===== src/rtl/box_motion_ctrl.sv =====
// Per-frame bouncing-box motion engine: steps X, then Y, then publishes atomically in blanking.
// Optional macro BOX_CORNER_FLASH_EN: a corner hit forces white and pulses the corner output.
module box_motion_ctrl #(
  parameter int unsigned SCREEN_WIDTH  = 640,
  parameter int unsigned SCREEN_HEIGHT = 480,
  parameter int unsigned BOX_WIDTH     = 100,
  parameter int unsigned BOX_HEIGHT    = 100,
  parameter int unsigned SPEED_X       = 2,
  parameter int unsigned SPEED_Y       = 1,
  parameter int unsigned INIT_X        = 50,
  parameter int unsigned INIT_Y        = 50
) (
  input  logic                             clk,
  input  logic                             rst,
  input  logic                             vsync,
  input  logic                             run,
  output logic [$clog2(SCREEN_WIDTH)-1:0]  box_x,
  output logic [$clog2(SCREEN_HEIGHT)-1:0] box_y,
  output logic [2:0]                       color,
  output logic                             bounce,
  output logic                             busy
`ifdef BOX_CORNER_FLASH_EN
  ,
  output logic                             corner
`endif
);

  localparam int unsigned XW  = $clog2(SCREEN_WIDTH);
  localparam int unsigned YW  = $clog2(SCREEN_HEIGHT);
  localparam int unsigned XW1 = XW + 1;
  localparam int unsigned YW1 = YW + 1;

  localparam logic [XW:0] MaxX = XW1'(SCREEN_WIDTH - BOX_WIDTH);
  localparam logic [YW:0] MaxY = YW1'(SCREEN_HEIGHT - BOX_HEIGHT);
  localparam logic [XW:0] SpdX = XW1'(SPEED_X);
  localparam logic [YW:0] SpdY = YW1'(SPEED_Y);

  typedef enum logic [1:0] {StIdle, StStepX, StStepY, StCommit} state_e;

  state_e          state_q;
  logic            vsync_prev_q;
  logic            dir_x_q, dir_y_q;
  logic [XW-1:0]   nx_q;
  logic [YW-1:0]   ny_q;
  logic            ndx_q, ndy_q, hit_x_q, hit_y_q;

  logic            start;
  logic [XW:0]     sum_x;
  logic [YW:0]     sum_y;
  logic [XW-1:0]   nx_c;
  logic [YW-1:0]   ny_c;
  logic            ndx_c, ndy_c, hit_x_c, hit_y_c;
  logic [2:0]      color_c;

  assign start = (state_q == StIdle) && run && vsync_prev_q && !vsync;

  // One extra bit on the sums so the upper clamp compare can never wrap.
  always_comb begin
    sum_x   = {1'b0, box_x} + SpdX;
    nx_c    = sum_x[XW-1:0];
    ndx_c   = dir_x_q;
    hit_x_c = 1'b0;
    if (!dir_x_q) begin
      if (sum_x >= MaxX) begin
        nx_c    = MaxX[XW-1:0];
        ndx_c   = 1'b1;
        hit_x_c = 1'b1;
      end
    end else if ({1'b0, box_x} <= SpdX) begin
      nx_c    = '0;
      ndx_c   = 1'b0;
      hit_x_c = 1'b1;
    end else begin
      nx_c = box_x - SpdX[XW-1:0];
    end
  end

  always_comb begin
    sum_y   = {1'b0, box_y} + SpdY;
    ny_c    = sum_y[YW-1:0];
    ndy_c   = dir_y_q;
    hit_y_c = 1'b0;
    if (!dir_y_q) begin
      if (sum_y >= MaxY) begin
        ny_c    = MaxY[YW-1:0];
        ndy_c   = 1'b1;
        hit_y_c = 1'b1;
      end
    end else if ({1'b0, box_y} <= SpdY) begin
      ny_c    = '0;
      ndy_c   = 1'b0;
      hit_y_c = 1'b1;
    end else begin
      ny_c = box_y - SpdY[YW-1:0];
    end
  end

  always_comb begin
    color_c = color;
`ifdef BOX_CORNER_FLASH_EN
    if (hit_x_q && hit_y_q) begin
      color_c = 3'b111;
    end else if (hit_x_q || hit_y_q) begin
      color_c = (color == 3'd7) ? 3'd1 : color + 3'd1;
    end
`else
    if (hit_x_q || hit_y_q) begin
      color_c = (color == 3'd7) ? 3'd1 : color + 3'd1;
    end
`endif
  end

  always_ff @(posedge clk) begin
    if (rst) begin
      state_q      <= StIdle;
      vsync_prev_q <= 1'b1;
      dir_x_q      <= 1'b0;
      dir_y_q      <= 1'b0;
      nx_q         <= '0;
      ny_q         <= '0;
      ndx_q        <= 1'b0;
      ndy_q        <= 1'b0;
      hit_x_q      <= 1'b0;
      hit_y_q      <= 1'b0;
      box_x        <= XW'(INIT_X);
      box_y        <= YW'(INIT_Y);
      color        <= 3'b111;
      bounce       <= 1'b0;
      busy         <= 1'b0;
`ifdef BOX_CORNER_FLASH_EN
      corner       <= 1'b0;
`endif
    end else begin
      vsync_prev_q <= vsync;
      bounce       <= 1'b0;
`ifdef BOX_CORNER_FLASH_EN
      corner       <= 1'b0;
`endif
      unique case (state_q)
        StIdle: begin
          if (start) begin
            state_q <= StStepX;
            busy    <= 1'b1;
          end
        end
        StStepX: begin
          nx_q    <= nx_c;
          ndx_q   <= ndx_c;
          hit_x_q <= hit_x_c;
          state_q <= StStepY;
        end
        StStepY: begin
          ny_q    <= ny_c;
          ndy_q   <= ndy_c;
          hit_y_q <= hit_y_c;
          state_q <= StCommit;
        end
        StCommit: begin
          box_x   <= nx_q;
          box_y   <= ny_q;
          dir_x_q <= ndx_q;
          dir_y_q <= ndy_q;
          color   <= color_c;
          bounce  <= hit_x_q | hit_y_q;
`ifdef BOX_CORNER_FLASH_EN
          corner  <= hit_x_q & hit_y_q;
`endif
          busy    <= 1'b0;
          state_q <= StIdle;
        end
      endcase
    end
  end

endmodule


===== config.mk =====
export PLATFORM = sky130hd
export DESIGN_NAME = box_motion_ctrl
export DESIGN_NICKNAME = d
export VERILOG_FILES = /design/src/rtl/box_motion_ctrl.sv
export SDC_FILE = /design/constraint.sdc
export NUM_CORES = 1
export LEC_CHECK = 0
export CORE_ASPECT_RATIO = 1.5
export CORE_MARGIN = 3
export CORE_UTILIZATION = 50
export DETAILED_ROUTE_END_ITERATION = 10
export DONT_BUFFER_PORTS = 1
export PLACE_DENSITY_LB_ADDON = 0.1
export SLEW_MARGIN = 20
export SYNTH_ARGS = -nofsm -noshare
export SYNTH_HDL_FRONTEND = slang
export SYNTH_SLANG_ARGS = --single-unit

===== constraint.sdc =====
create_clock -name clk -period 3.5 [get_ports clk]
set_clock_uncertainty 0.1 [all_clocks]
set_input_delay 0.175 -clock clk [delete_from_list [all_inputs] [get_ports clk]]
set_output_delay 0.175 -clock clk [all_outputs]
set_load 0.02 [all_outputs]

After elaboration in Yosys (flattened, before gate mapping)

Cells that the tools add are included.

Output and inout port bits: 24
Bits of input ports: 4
Logic and storage cells: 62
Flip-flop bits (word level): 52

$lt $le $gt $ge: 4
Bitwise logic cells: 2
Reduce and logical (&&, ||, !) cells: 10
Multiplexer cells: 21
Equal/unequal tests: 5
Add/subtract/negate cells: 5

Operators by type and width:

| cell                                                            | count |
|---|---|
| 2-to-1 mux 10 bit                                               | 3 |
| 2-to-1 mux 9 bit                                                | 3 |
| adder 10 x 2 -> 11 bit, second input constant                   | 1 |
| >= comparator 11 x 10 -> 1 bit, second input constant           | 1 |
| 2-to-1 mux 1 bit                                                | 11 |
| adder 9 x 1 -> 10 bit, second input constant                    | 1 |
| >= comparator 10 x 9 -> 1 bit, second input constant            | 1 |
| less-or-equal comparator 10 x 2 -> 1 bit, second input constant | 1 |
| subtractor 10 x 2 -> 10 bit, second input constant              | 1 |
| less-or-equal comparator 9 x 1 -> 1 bit, second input constant  | 1 |
| subtractor 9 x 1 -> 9 bit, second input constant                | 1 |
| case mux 2 bit (4 select lines)                                 | 1 |
| == test 2 bit, second input constant                            | 2 |
| AND reduction 2 bit                                             | 2 |
| adder 3 x 1 -> 3 bit, second input constant                     | 1 |
| == test 3 bit, second input constant                            | 1 |
| logical AND 1 bit                                               | 3 |
| 2-to-1 mux 3 bit                                                | 1 |
| == test 2 x 1 -> 1 bit, second input constant                   | 1 |
| logical NOT 2 bit                                               | 1 |
| 2-to-1 mux 2 bit                                                | 1 |
| != test 2 bit, second input constant                            | 1 |
| case mux 1 bit (2 select lines)                                 | 1 |
| nonzero test 2 bit                                              | 1 |
| 5 further kinds                                                 | 5 |

Longest topological paths before layout

Depth in word-level cells: 6
Depth in mapped cells: 9
Depth with buffers taken out: 8

Least setup slack after synthesis

OpenSTA, ideal clock, no wires.

Path kind: flip-flop to flip-flop
From: reg box_y[1]
To: reg ndy_q
Data required time: 3.312 ns
Period minus slack after synthesis: 2.446 ns
Path slack: 1.054 ns
Cell stages (with the launch flop): 9
Library setup time: 0.088 ns
Data arrival time: 2.258 ns
Buffers on the path: 1
Path through: dfxtp_1 > ha_1 > nand4_4 > or4_1 > o311ai_1 > a21oi_1 > or2_1 > buf_6 > a311oi_2

Word-level cells in the longest chain between the ends: 4
Elaborated cells between the ends (all ways): 6
Classes of those cells: 1 x add/sub; 2 x order compare; 3 x mux

RTL lines:

| what                          | line | text |
|---|---|---|
| from (decl)                   | 18   | `output logic [$clog2(SCREEN_HEIGHT)-1:0] box_y,` |
| from (signal assigned)        | 126  | `box_y <= YW'(INIT_Y);` |
| from (signal assigned)        | 160  | `box_y <= ny_q;` |
| adder 9 x 1 -> 10 bit         | 79   | `sum_y = {1'b0, box_y} + SpdY;` |
| >= comparator 10 x 9 -> 1 bit | 84   | `if (sum_y >= MaxY) begin` |
| 2-to-1 mux 1 bit              | 84   |  |
| 2-to-1 mux 1 bit (*)          | 83   | `if (!dir_y_q) begin` |
| to (signal assigned)          | 154  | `ndy_q <= ndy_c;` |
| to (decl)                     | 45   | `logic ndx_q, ndy_q, hit_x_q, hit_y_q;` |

Every way passes the cells marked *; elsewhere a longest branch is shown, timed or not.
A chain may end at the register's enable or synchronous reset.

Worst setup path after layout

From: reg box_x[1]
To: reg nx_q[1]

Word-level cells in the longest chain between the ends: 4
Elaborated cells between the ends (all ways): 7
Classes of those cells: 2 x add/sub; 2 x order compare; 3 x mux

RTL lines:

| what                           | line | text |
|---|---|---|
| from (decl)                    | 17   | `output logic [$clog2(SCREEN_WIDTH)-1:0] box_x,` |
| from (signal assigned)         | 125  | `box_x <= XW'(INIT_X);` |
| from (signal assigned)         | 159  | `box_x <= nx_q;` |
| adder 10 x 2 -> 11 bit         | 59   | `sum_x = {1'b0, box_x} + SpdX;` |
| >= comparator 11 x 10 -> 1 bit | 64   | `if (sum_x >= MaxX) begin` |
| 2-to-1 mux 10 bit              | 64   |  |
| 2-to-1 mux 10 bit (*)          | 63   | `if (!dir_x_q) begin` |
| to (signal assigned)           | 147  | `nx_q <= nx_c;` |
| to (decl)                      | 43   | `logic [XW-1:0] nx_q;` |

Marked as above.

==> impl_metrics.json <==
{
  "fmax_ghz": 0.3743,
  "vias_per_cell": 5.927,
  "first_iter_violations": 167,
  "antenna_left": 0,
  "worst_r2r_startpoint": "box_x[1]",
  "synth_mux_area_share_pct": 7.502,
  "cts_root_buf": "clkbuf_8",
  "cp_slowest_cell": "dfxtp_1",
  "cts_buffer_depth": 2,
  "synth_seq_cells": 52,
  "antenna_found_initial": 0,
  "setup_viol": 0,
  "crit_required_ns": 3.61,
  "nNetsFinal": 380,
  "cp-start-kind": "flop",
  "start_util_pct": 52.56,
  "min_from": "rst",
  "final_core_util_pct": 55.50,
  "worst_slew_pin_slew_ns": 0.8399,
  "cp_max_fo": 11,
  "holdPathStages": 2,
  "ys.flop_type": "dfxtp_1",
  "grt_max_degree": 44,
  "worstHoldEndpoint": "box_x[8]",
  "grt_setup_unrepaired": "no",
  "pwr_density_cell_nw_per_um2": 505.3,
  "syn_nets": 395,
  "synth_area_per_cell_um2": 8.163,
  "fin_crit_ns": 2.671,
  "gp_congestion": 0.8556,
  "dpl.hpwl_mm": 4.829,
  "netlist_top_cells_count": "52 x dfxtp_1, 50 x nor2_1, 28 x nand2_1",
  "path_delay_family": "compound AO/OA/AOI/OAI gates",
  "nFillCells": 569,
  "synth-edff-count": 0,
  "yosys_warnings": 0,
  "wirelength_mm": 6.844,
  "post-synth-top-count-cell": "dfxtp_1",
  "r2r_cells": 7,
  "cts_tree": "built",
  "drc": 0,
  "syn_area_um2": 3085,
  "core_area_um2": 5871,
  "clock_latency_ns": 0.30,
  "async_flop_share_pct": 0,
  "crit_type": "flop to flop",
  "finalHoldViolCount": 0,
  "numClockSinks": 52,
  "grt_pass1_vias": 2421,
  "cts_resized": 0,
  "synth-compound-area-share_pct": 20.32,
  "yosys.area_share.simple_pct": 23.56,
  "path_buf_inv": 0,
  "yosys.area_share.adder_pct": 5.272,
  "cts_made_buffers": 5,
  "regArea_um2": 1041,
  "rrSetupSlack_ns": 0.83,
  "wl_per_cell_um": 15.70,
  "period_share_pct": 76.33,
  "synth_xor_area_share_pct": 3.690,
  "num_io_pins": 28,
  "yosys.area.top_type": "dfxtp_1",
  "ctsHoldBuffers": 2,
  "peakVddDrop_mv": 0.2878,
  "worstPathArrival_ns": 2.79,
  "synth_top_area_share_pct": 33.74,
  "via_count": 2584,
  "rows": 34,
  "multi_input_comb_area_um2": 1862,
  "overflow": 0,
  "synth_top_family_by_area": "simple AND/OR/NAND/NOR gates",
  "dieArea_um2": 7169,
  "status": "completed",
  "path_cells": "ha_1, and3_1, nor4b_1, nor3_1, o31ai_4, o21ai_1, o41ai_1",
  "fin_setup_tns_ns": 0,
  "postSynthCellCount": 378,
  "synth_cell_types": 55,
  "track_usage_pct": 19.74,
  "die_h_um": 102.2,
  "cp-end-kind": "flop",
  "n_antenna_cell": 0,
  "drv_slew": 0,
  "hold_ws_ns": 0.05807,
  "htree_levels": 2,
  "die_x_um": 70.14,
  "p_leak_nw": 1.102,
  "grt_pass1_wl_mm": 11.60,
  "drive_above_1_share_pct": 7.692,
  "relSlewSlack_pct": 44.01,
  "cpPeakStageDelay_ns": 0.67,
  "portBuffers": 0,
  "cts_setup_buffers": 0,
  "drv_cap": 0,
  "clk_pin_slew_ns": 0.10,
  "ys_seq_area_share_pct": 33.74,
  "ys_top_cells_by_area": "dfxtp_1 34%, mux2i_1 7.1%, nor2_1 6.1%, ha_1 5.3%, nand2_1 3.4%",
  "hold_path.class": "primary input to flop",
  "r2r-end": "nx_q[1]",
  "dr.pass1.iters": 4,
  "syn2layout_area_growth_pct": 5.596
}
[where the power goes]
group	internal, mW	leakage (nW)	switching (mW)
registers	0.690	0.422	0.0847
logic	0.161	0.611	0.223
clock network	0.288	0.0687	0.200
total	1.14	1.10	0.508
[worst max-delay path by stage]
| stage | startpoint | endpoint | slack [ns] | depth (start not counted) |
|---|---|---|---|---|
| 2_1_floorplan | box_y[1] | ndy_q | 1.05 | 8 |
| 3_3_place_gp | box_x[1] | nx_q[1] | 0.90 | 7 |
| 3_5_place_dp | box_x[1] | nx_q[1] | 0.80 | 7 |
| 4_1_cts | box_x[1] | nx_q[1] | 0.80 | 7 |
| 5_1_grt | box_x[1] | nx_q[1] | 0.55 | 7 |
| 6_report | box_x[1] | nx_q[1] | 0.83 | 7 |
[sequential cells by signal (all words and copies together), names as in the netlist]
| signal | flops |
|---|---|
| ndx_q | 1 |
| bounce | 1 |
| dir_x_q | 1 |
| hit_x_q | 1 |
| vsync_prev_q | 1 |
| state_q | 2 |
| box_y | 9 |
| busy | 1 |
| color | 3 |
| hit_y_q | 1 |
| nx_q | 10 |
| box_x | 10 |
| ny_q | 9 |
| dir_y_q | 1 |
| ndy_q | 1 |
[kinds of logic (layout without fill, tap and decap cells)]
kind of cell | Yosys count | after routing
AND/OR/NAND/NOR | 145 | 145
flip-flops | 52 | 52
buffers and inverters | 45 | 31
adder cells (fa/ha/maj) | 13 | 13
XOR/XNOR | 13 | 13
multiplexers | 23 | 23
AO/OA/AOI/OAI | 87 | 87
[final cells by class]
cell class              instances  area share (%)
multi-input cells             281           57.14
flip-flops and latches         52           31.95
well taps                      72           2.765
clock buffers                   5           2.112
clock inverters                 3           2.112
repair buffers                  7           2.074
inverters                      16           1.843
[worst reg2reg max path, cell delays in order (launching register included)]
cell	delay (ns)
dfxtp_1	0.67
ha_1	0.32
and3_1	0.33
nor4b_1	0.27
nor3_1	0.12
o31ai_4	0.40
o21ai_1	0.15
o41ai_1	0.24
[routing by layer]
metal	track usage [%]	vias to the layer above	part of all wire, %
met3	2.657	12	3.2
met2	37.65	46	52
met4	7.670	0	2.2
met1	22.05	1211	42
li1	-	1315	-
met5	0	-	0
[metrics by stage]
stage | power (mW) | cells | worst slack, ns | area (um2)
2_1_floorplan | 1.094 | 378 | 1.054 | 3085
3_3_place_gp | 1.157 | 426 | 0.8987 | 3090
3_5_place_dp | 1.164 | 426 | 0.8046 | 3090
4_1_cts | 1.664 | 436 | 0.7954 | 3258
5_1_grt | 1.758 | 436 | 0.5516 | 3258
6_report | 1.646 | 436 | 0.8285 | 3258
[cells in the final DEF, fill, tap and decap left out, types with 5 or more instances in the layout]
cell / Yosys / final
a21oi_1: 14 / 14
a311oi_2: 6 / 6
buf_4: 1 / 5
clkbuf_8: 0 / 5
dfxtp_1: 52 / 52
ha_1: 13 / 13
inv_1: 15 / 15
mux2i_1: 22 / 22
nand2_1: 28 / 28
nand3_1: 10 / 10
nor2_1: 50 / 50
nor3_1: 13 / 13
o211ai_1: 9 / 9
o21ai_0: 16 / 16
o21ai_1: 9 / 9
xnor2_1: 8 / 8
xor2_1: 5 / 5
No activity file was read; power rests on OpenSTA's default activity.
